File: config.mk
export PLATFORM = sky130hd
export DESIGN_NAME = hazard_stall_ctrl
export DESIGN_NICKNAME = d
export VERILOG_FILES = /design/src/rtl/hazard_stall_ctrl.sv
export SDC_FILE = /design/constraint.sdc
export NUM_CORES = 1
export LEC_CHECK = 0
export ABC_AREA = 1
export ABC_CLOCK_PERIOD_IN_PS = 4800
export CORE_ASPECT_RATIO = 1.5
export CORE_MARGIN = 2
export CORE_UTILIZATION = 50
export DETAILED_ROUTE_END_ITERATION = 10
export GPL_ROUTABILITY_DRIVEN = 0
export PLACE_DENSITY = 0.88
export SLEW_MARGIN = 20
export SYNTH_ARGS = -nofsm -noshare
export SYNTH_HDL_FRONTEND = slang
export SYNTH_SLANG_ARGS = --single-unit
File: constraint.sdc
create_clock -name clk -period 4.8 [get_ports clk]
set_input_delay 0.48 -clock clk [delete_from_list [all_inputs] [get_ports clk]]
set_output_delay 0.48 -clock clk [all_outputs]
set_load 0.05 [all_outputs]
File: src/rtl/hazard_stall_ctrl.sv
// Pipeline hazard sequencer: drives PC and pipeline-register enables/flushes for a 5-stage MIPS core.
// Latency: outputs are combinational from registered state plus inputs; effects land at the next edge.
// Backpressure: memory wait stalls everything up to EX/MEM; mul/div stalls up to ID/EX; load-use inserts one bubble.
module hazard_stall_ctrl #(
  parameter int MD_LATENCY  = 4,
  parameter int MEM_TIMEOUT = 64
) (
  input  logic        clk,
  input  logic        rst,
  input  logic [4:0]  ifid_rs,
  input  logic [4:0]  ifid_rt,
  input  logic        idex_memread,
  input  logic [4:0]  idex_rt,
  input  logic        idex_md_start,
  input  logic        branch_taken,
  input  logic [1:0]  exmem_mem,
  input  logic        dmem_ready,
  output logic        pc_en,
  output logic        ifid_en,
  output logic        idex_en,
  output logic        exmem_en,
  output logic        memwb_en,
  output logic        ifid_flush,
  output logic        idex_flush,
  output logic        exmem_flush,
  output logic        memwb_flush,
  output logic        md_done,
  output logic        mem_err,
  output logic [15:0] stall_cycles
);

  typedef enum logic {RUN = 1'b0, MD_BUSY = 1'b1} state_t;

  // First EX cycle is spent in RUN, the release cycle at md_cnt == 0, hence the -2.
  localparam logic [3:0] MD_RELOAD  = 4'(MD_LATENCY - 2);
  localparam logic [7:0] WAIT_LIMIT = 8'(MEM_TIMEOUT - 1);

  state_t     state, state_nxt;
  logic [3:0] md_cnt, md_cnt_nxt;
  logic [7:0] wait_cnt;

  logic mem_stall;
  logic md_stall;
  logic lu_hazard;

  // Hazard detection from current inputs and state.
  always_comb begin
    mem_stall = (exmem_mem != 2'b00) && !dmem_ready;
    md_stall  = ((state == RUN) && idex_md_start) ||
                ((state == MD_BUSY) && (md_cnt != 4'd0));
    lu_hazard = idex_memread && (idex_rt != 5'd0) &&
                ((idex_rt == ifid_rs) || (idex_rt == ifid_rt));
  end

  // Prioritised enable/flush generation; reset forces everything inactive.
  always_comb begin
    pc_en       = 1'b1;
    ifid_en     = 1'b1;
    idex_en     = 1'b1;
    exmem_en    = 1'b1;
    memwb_en    = 1'b1;
    ifid_flush  = 1'b0;
    idex_flush  = 1'b0;
    exmem_flush = 1'b0;
    memwb_flush = 1'b0;
    md_done     = 1'b0;
    if (rst) begin
      pc_en    = 1'b0;
      ifid_en  = 1'b0;
      idex_en  = 1'b0;
      exmem_en = 1'b0;
      memwb_en = 1'b0;
    end else begin
      md_done = (state == MD_BUSY) && (md_cnt == 4'd0) && !mem_stall;
      if (mem_stall) begin
        pc_en       = 1'b0;
        ifid_en     = 1'b0;
        idex_en     = 1'b0;
        exmem_en    = 1'b0;
        memwb_flush = 1'b1;
      end else if (md_stall) begin
        pc_en       = 1'b0;
        ifid_en     = 1'b0;
        idex_en     = 1'b0;
        exmem_flush = 1'b1;
      end else if (branch_taken) begin
        // The branch squashes the dependent instruction, so load-use is moot.
        ifid_flush = 1'b1;
        idex_flush = 1'b1;
      end else if (lu_hazard) begin
        pc_en      = 1'b0;
        ifid_en    = 1'b0;
        idex_flush = 1'b1;
      end
    end
  end

  // Mul/div occupancy next-state: the unit counts down even while memory stalls.
  always_comb begin
    state_nxt  = state;
    md_cnt_nxt = md_cnt;
    case (state)
      RUN: begin
        if (idex_md_start && !mem_stall) begin
          md_cnt_nxt = MD_RELOAD;
          state_nxt  = MD_BUSY;
        end
      end
      MD_BUSY: begin
        if (md_cnt != 4'd0) begin
          md_cnt_nxt = md_cnt - 4'd1;
        end else if (!mem_stall) begin
          state_nxt = RUN;
        end
      end
      default: state_nxt = RUN;
    endcase
  end

  // State and counter registers.
  always_ff @(posedge clk) begin
    if (rst) begin
      state  <= RUN;
      md_cnt <= 4'd0;
    end else begin
      state  <= state_nxt;
      md_cnt <= md_cnt_nxt;
    end
  end

  // Memory wait tracking with sticky timeout flag; the access itself is never aborted.
  always_ff @(posedge clk) begin
    if (rst) begin
      wait_cnt <= 8'd0;
      mem_err  <= 1'b0;
    end else if (mem_stall) begin
      if (wait_cnt != 8'hFF) begin
        wait_cnt <= wait_cnt + 8'd1;
      end
      if (wait_cnt == WAIT_LIMIT) begin
        mem_err <= 1'b1;
      end
    end else begin
      wait_cnt <= 8'd0;
    end
  end

  // Saturating debug count of cycles where the PC did not advance.
  always_ff @(posedge clk) begin
    if (rst) begin
      stall_cycles <= 16'd0;
    end else if (!pc_en && (stall_cycles != 16'hFFFF)) begin
      stall_cycles <= stall_cycles + 16'd1;
    end
  end

endmodule

==> Word-level counts from Yosys, hierarchy flattened <==
Cells that the tools add are included.
{ "word_totals": {"register_bits": 30, "in_bits": 23, "out_inout_bits": 27, "word_cells": 70} }
{ "op_classes": {"n_addsub": 3, "eq_ne": 7, "n_mux": 32, "bitwise_logic": 2, "reduce_logical": 21} }
{ "ops": {"columns": ["cell", "n"], "rows": [
  ["two-way mux 1 bit", 28],
  ["adder 16 x 1 -> 16 bit, second input constant", 1],
  ["inequality test 16 bit, second input constant", 1],
  ["== test 5 bit", 2],
  ["logical AND 1 bit", 9],
  ["adder 8 x 1 -> 8 bit, second input constant", 1],
  ["== test 8 x 6 -> 1 bit, second input constant", 1],
  ["two-way mux 4 bit", 2],
  ["inequality test 8 bit, second input constant", 1],
  ["one-hot mux 4 bit (2 select lines)", 1],
  ["nonzero test 5 bit", 1],
  ["zero test 4 bit", 1],
  ["inequality test 2 x 1 -> 1 bit, second input constant", 2],
  ["AND reduction 2 bit", 2],
  ["nonzero test 4 bit", 1],
  ["subtractor 4 x 1 -> 4 bit, second input constant", 1],
  ["zero test 1 bit", 3],
  ["logical OR 1 bit", 2],
  ["inverter 1 bit", 2],
  ["one-hot mux 1 bit (2 select lines)", 1],
  ["nonzero test 2 bit", 1],
  ["OR reduction 2 bit", 1]
]} }

==> Longest topological paths before layout <==
{ "depth": {"ltp_word": 10, "mapped_depth": 12} }

==> Worst setup path after synthesis <==
No wires, ideal clock.
{ "synth_path": {"kind": "input to output", "start": "input port rst", "end": "output port pc_en", "t_arrival_ns": 2.236, "required_ns": 4.320, "slack_ns": 2.084, "cell_stages": 9, "path_buffers": 4, "cell_sequence": "buf_6 > inv_2 > nand2_4 > nor2_8 > nand2_4 > buf_6 > buf_6 > nand2_1 > buf_4"} }
{ "synth_via": {"elab_chain_cells": 1} }
{ "synth_rtl": {"columns": ["element", "line", "rtl"], "rows": [
  ["from (decl)", "9", "input logic rst,"],
  ["two-way mux 1 bit", null, null],
  ["to (decl)", "18", "output logic pc_en,"]
]} }
Every way passes these cells.

==> Worst setup path in the final report <==
{ "layout_path": {"start": "input port rst", "end": "output port idex_flush"} }
{ "layout_via": {"elab_chain_cells": 1} }
{ "layout_rtl": {"columns": ["element", "line", "rtl"], "rows": [
  ["two-way mux 1 bit", "67", "if (rst) begin"],
  ["to (decl)", "24", "output logic idex_flush,"]
]} }
Every way passes these cells.

==> results <==
- No sink is reached through more buffers than the 2 on the longest clock path.
- The internal reg-to-reg setup slack is 2.97 ns.
- The clock tree skew after final layout is 0.003575 ns.
- The via count of the routed design is 1975.
- In this run the power density over the cells is 291.5 nW/um2.
- The aggregate global-route resource usage is 23.72%.
- The number of setup violations in the final report is 0.
- The leakage component of the power is 0.001035 uW.
- Sorting the synthesized cells by area gives the leading types as dfxtp_1 (31%), nand2_1 (13%), nor2_1 (6.2%), nand4_1 (6.2%), inv_1 (5.8%).
- Of all nets on the critical path, the largest fanout is 20.
- 50 I/O pins were placed.
- After the first detailed-routing iteration, the DRC count stood at 53.
- The fraction of power spent switching nets is 27.44%.
- The transition time at the pin with the least slew margin is 0.5459 ns.
- The number of search-and-repair iterations in the first detailed-routing pass is 4.
- Of the total synthesized cell area, the portion taken by full adders, half adders and majority gates is 1.944%.
- The data required time at the worst endpoint is 4.32 ns.
- The initial core utilization is 52.43%.
- In the routed layout, each cell is associated on average with a via count of 5.309.
- In this run, the combinational gates consume 21.6% of the power.
- The timing-limited maximum frequency is 0.3258 GHz.
- Wires add up to 4.595 mm.
- The mux cell area share after synthesis is 0%.
- The xor/xnor cell area share of the yosys netlist is 7.712%.
- In this run the standard cell core region covers 3682 um2.
- The via count of the first global-routing pass is 1874.
- After Yosys synthesis, and, or, nand and nor cells account for 38.43% of the synthesized area.
- The number of nets in the synthesized netlist is 305.
- By area, the combinational part of the netlist is dominated by simple AND/OR/NAND/NOR gates.
- The number of max-capacitance violations reported is 0.
- The number of gates resized after CTS is 0.
- The number of antenna violations at the first check in global routing came to 0.
- The per-cell routed wire length is 12.35 um.
- The share of Yosys cell area claimed by the top area cell type is 31.11%.
- The final period utilization is 63.94%.
- The number of remaining DRC errors is 0.
- Summed over all instances, the cell type with the most area after synthesis is dfxtp_1.
- The number of cells on the worst reg-to-reg path is 10.
- A synthesized cell averages 6.920 um2.
- Once placement finished, the instance area stood at 2410 um2.
- The portion of total power attributed to sequential cells is 36.1%.
- The filler cell count is 305.
- In this run the remaining antenna-violating nets after routing total 0.
- The startpoint identified for the worst hold timing path is mem_err.
- The minimum setup slack after placement is 1.723 ns.
- The final number of hold-violating endpoints is 0.
- The origin of the critical flop-to-flop path is md_cnt[0].
- The net switching power is 204.2 uW.
- The overall die width is 54.74 um.
- The synthesized netlist devotes 9.851% of its cell area to compound gates.
- The number of enable-type register cells in the synthesized netlist is 0.
- The count of standard-cell rows is 27.
- The relative max-transition margin is 63.49%.
- For the final routed database, the setup TNS stands at 0 ns.
- The path with the worst hold slack has its endpoint at mem_err.
- At the later pin of the worst-skew pair, clock insertion delay measures 0.28 ns.
- After synthesis, the netlist uses 32 different library cells.
- Entering global routing, the biggest net connects 21 pins.
- Buffers added to address setup during post-CTS repair amount to 0.
- VDD sags by at most 246.2 uV.
- The total clock sinks is 30.
- Buffers inserted during clock tree synthesis total 5.
- Once detailed placement completed, the half-perimeter wirelength came to 3.415 mm.
- The number of standard cells after synthesis is 279.
- The port buffer count is 49.
- The CTS tree is yes.
- The total standard cell area after synthesis is 1931 um2.
- The max-slew violation total from the final report is 0.
- The flow ran to the end, and the final reports show no timing, DRC or antenna violations.
- The min-delay analysis places its worst path in the category flip-flop to flip-flop.
- Clock-pin slew was measured on the worst setup and hold paths at 0.06 ns.
- The global route total overflow is 0.
- The wire length of the first global-routing pass is 7.817 mm.
- The worst hold path was traced through 2 stages.
- The end of the worst register-to-register path is stall_cycles[11].
- The fraction of layout instances using a drive strength above 1 is 10.03%.
- The final worst slack is 1.731 ns.
- The die is 80.11 um tall.
- The setup path with the least slack is of type primary input to output pin.
- The startpoint class of the critical path is a primary input.
- The H-tree was split into 2 levels.
- The cell area after layout is 2552 um2.
- The antenna diode count is 0.
- STA puts the critical path data arrival time at 2.59 ns.
- For this run, asynchronously set or reset flops after synthesis account for 0%.
- The floorplan step defined a die boundary enclosing 4385 um2.
- The final-stage net count is 354.
- The relative contribution of the clock network to total power is 42.3%.
- The area growth from synthesis to layout is 32.21%.
- The internal power is 539.9 uW.
- The register bit count reported by yosys is 30.
- The count of synthesis-stage warnings from yosys is 0.
- The type of destination of the critical path is an output pin.
- Hold repair after CTS inserted 0 buffers.
- Sequential cells were found to cover 31.11% of the synthesized design area.
- The clock tree root driver cell is clkbuf_8.
- The clock period could shrink to 3.069 ns.
- Setup repair after global routing left no endpoint under its margin.
- Among all flip-flop cells after synthesis, the most frequent one is dfxtp_1.
[power by group through the flow]
stage | sequential [uW] | clock (uW) | combinational [uW]
floorplan | 284 | 0 | 101
global placement | 273 | 0 | 155
detailed placement | 274 | 0 | 159
CTS | 268 | 319 | 160
global route | 270 | 331 | 174
finish | 269 | 314 | 161
[per-layer routing]
metal | vias to the layer above | wire length [um] | GRT usage, %
met5 | - | 0 | 0
met4 | 0 | 99 | 9.500
met3 | 11 | 202 | 5.948
met2 | 55 | 2523 | 43.69
met1 | 901 | 1770 | 23.75
li1 | 1008 | - | -
[worst max-delay path, cell delays in order]
cell and delay [ns]:
clkdlybuf4s50_1 0.39, buf_4 0.20, inv_2 0.13, nand2_4 0.10, nor2_8 0.15, nand2_4 0.16, o31ai_1 0.11, clkdlybuf4s50_1 0.85
[flip-flops by register name, summed over array words and instances (netlist names)]
register and cells:
mem_err 1, state 1, md_cnt 4, stall_cycles 16, wait_cnt 8
[worst max-delay path by stage]
| stage | start | endpoint | slack, ns | cells past startpoint |
|---|---|---|---|---|
| after floorplan | rst | pc_en | 2.08 | 9 |
| final | rst | idex_flush | 1.73 | 8 |
| after detailed placement | rst | idex_flush | 1.72 | 8 |
| after global routing | idex_rt[1] | idex_flush | 1.58 | 10 |
| after CTS | rst | idex_flush | 1.73 | 8 |
| after global placement | rst | idex_flush | 1.76 | 8 |
[cell usage in the layout, fill, tap and decap left out, types with 2 or more instances in the layout]
master / Yosys / final
a21oi_1: 21 / 21
a31oi_1: 3 / 3
bufinv_16: 0 / 2
clkbuf_8: 0 / 6
clkdlybuf4s50_1: 0 / 49
dfxtp_1: 30 / 30
ha_1: 3 / 3
inv_1: 30 / 30
inv_2: 7 / 7
nand2_1: 65 / 65
nand2_2: 3 / 3
nand2_4: 3 / 3
nand3_1: 9 / 9
nand3_2: 2 / 2
nand3_4: 2 / 2
nand4_1: 19 / 19
nor2_1: 32 / 32
nor3_1: 6 / 6
nor3_2: 2 / 2
o21ai_0: 6 / 6
o31ai_1: 2 / 2
or2_2: 2 / 2
xnor2_1: 9 / 9
xor2_1: 8 / 8
[stage by stage]
step	std cells	total power, uW	util (%)	hold slack [ns]
finish	372	744.0	69.32	0.4832
global route	372	774.4	69.32	0.5089
detailed placement	364	432.8	65.44	0.4798
global placement	364	428.6	65.44	0.4621
CTS	372	747.8	69.32	0.4940
floorplan	279	384.4	-	0.4694
[kinds of logic (layout without fill, tap and decap cells)]
group / Yosys count / after routing
simple gates: 149 / 149
compound gates: 35 / 35
flops: 30 / 30
buf+inv: 45 / 95
xor+xnor: 17 / 17
fa+ha+maj: 3 / 3
[synthesized netlist by cell type (2+ instances only)]
master and instances:
nor3_2 2, nor2_1 32, nand2_2 3, nand2_4 3
nand3_2 2, nand3_1 9, inv_2 7, ha_1 3
a21oi_1 21, o21ai_0 6, a31oi_1 3, or2_2 2
nand3_4 2, buf_6 5, inv_1 30, o31ai_1 2
dfxtp_1 30, nand4_1 19, nor3_1 6, nand2_1 65
xor2_1 8, xnor2_1 9
[area by class of cell]
class	instances	area (um2)	share of cell area, %
sequential	30	600.6	23.53
multi-input combinational	204	1119	43.82
clock inverter	2	60.06	2.353
clock buffer	6	82.58	3.235
inverter	37	138.9	5.441
timing repair buffer	50	498.0	19.51
tap	43	53.80	2.108
Power figures use the tool's default switching activity.
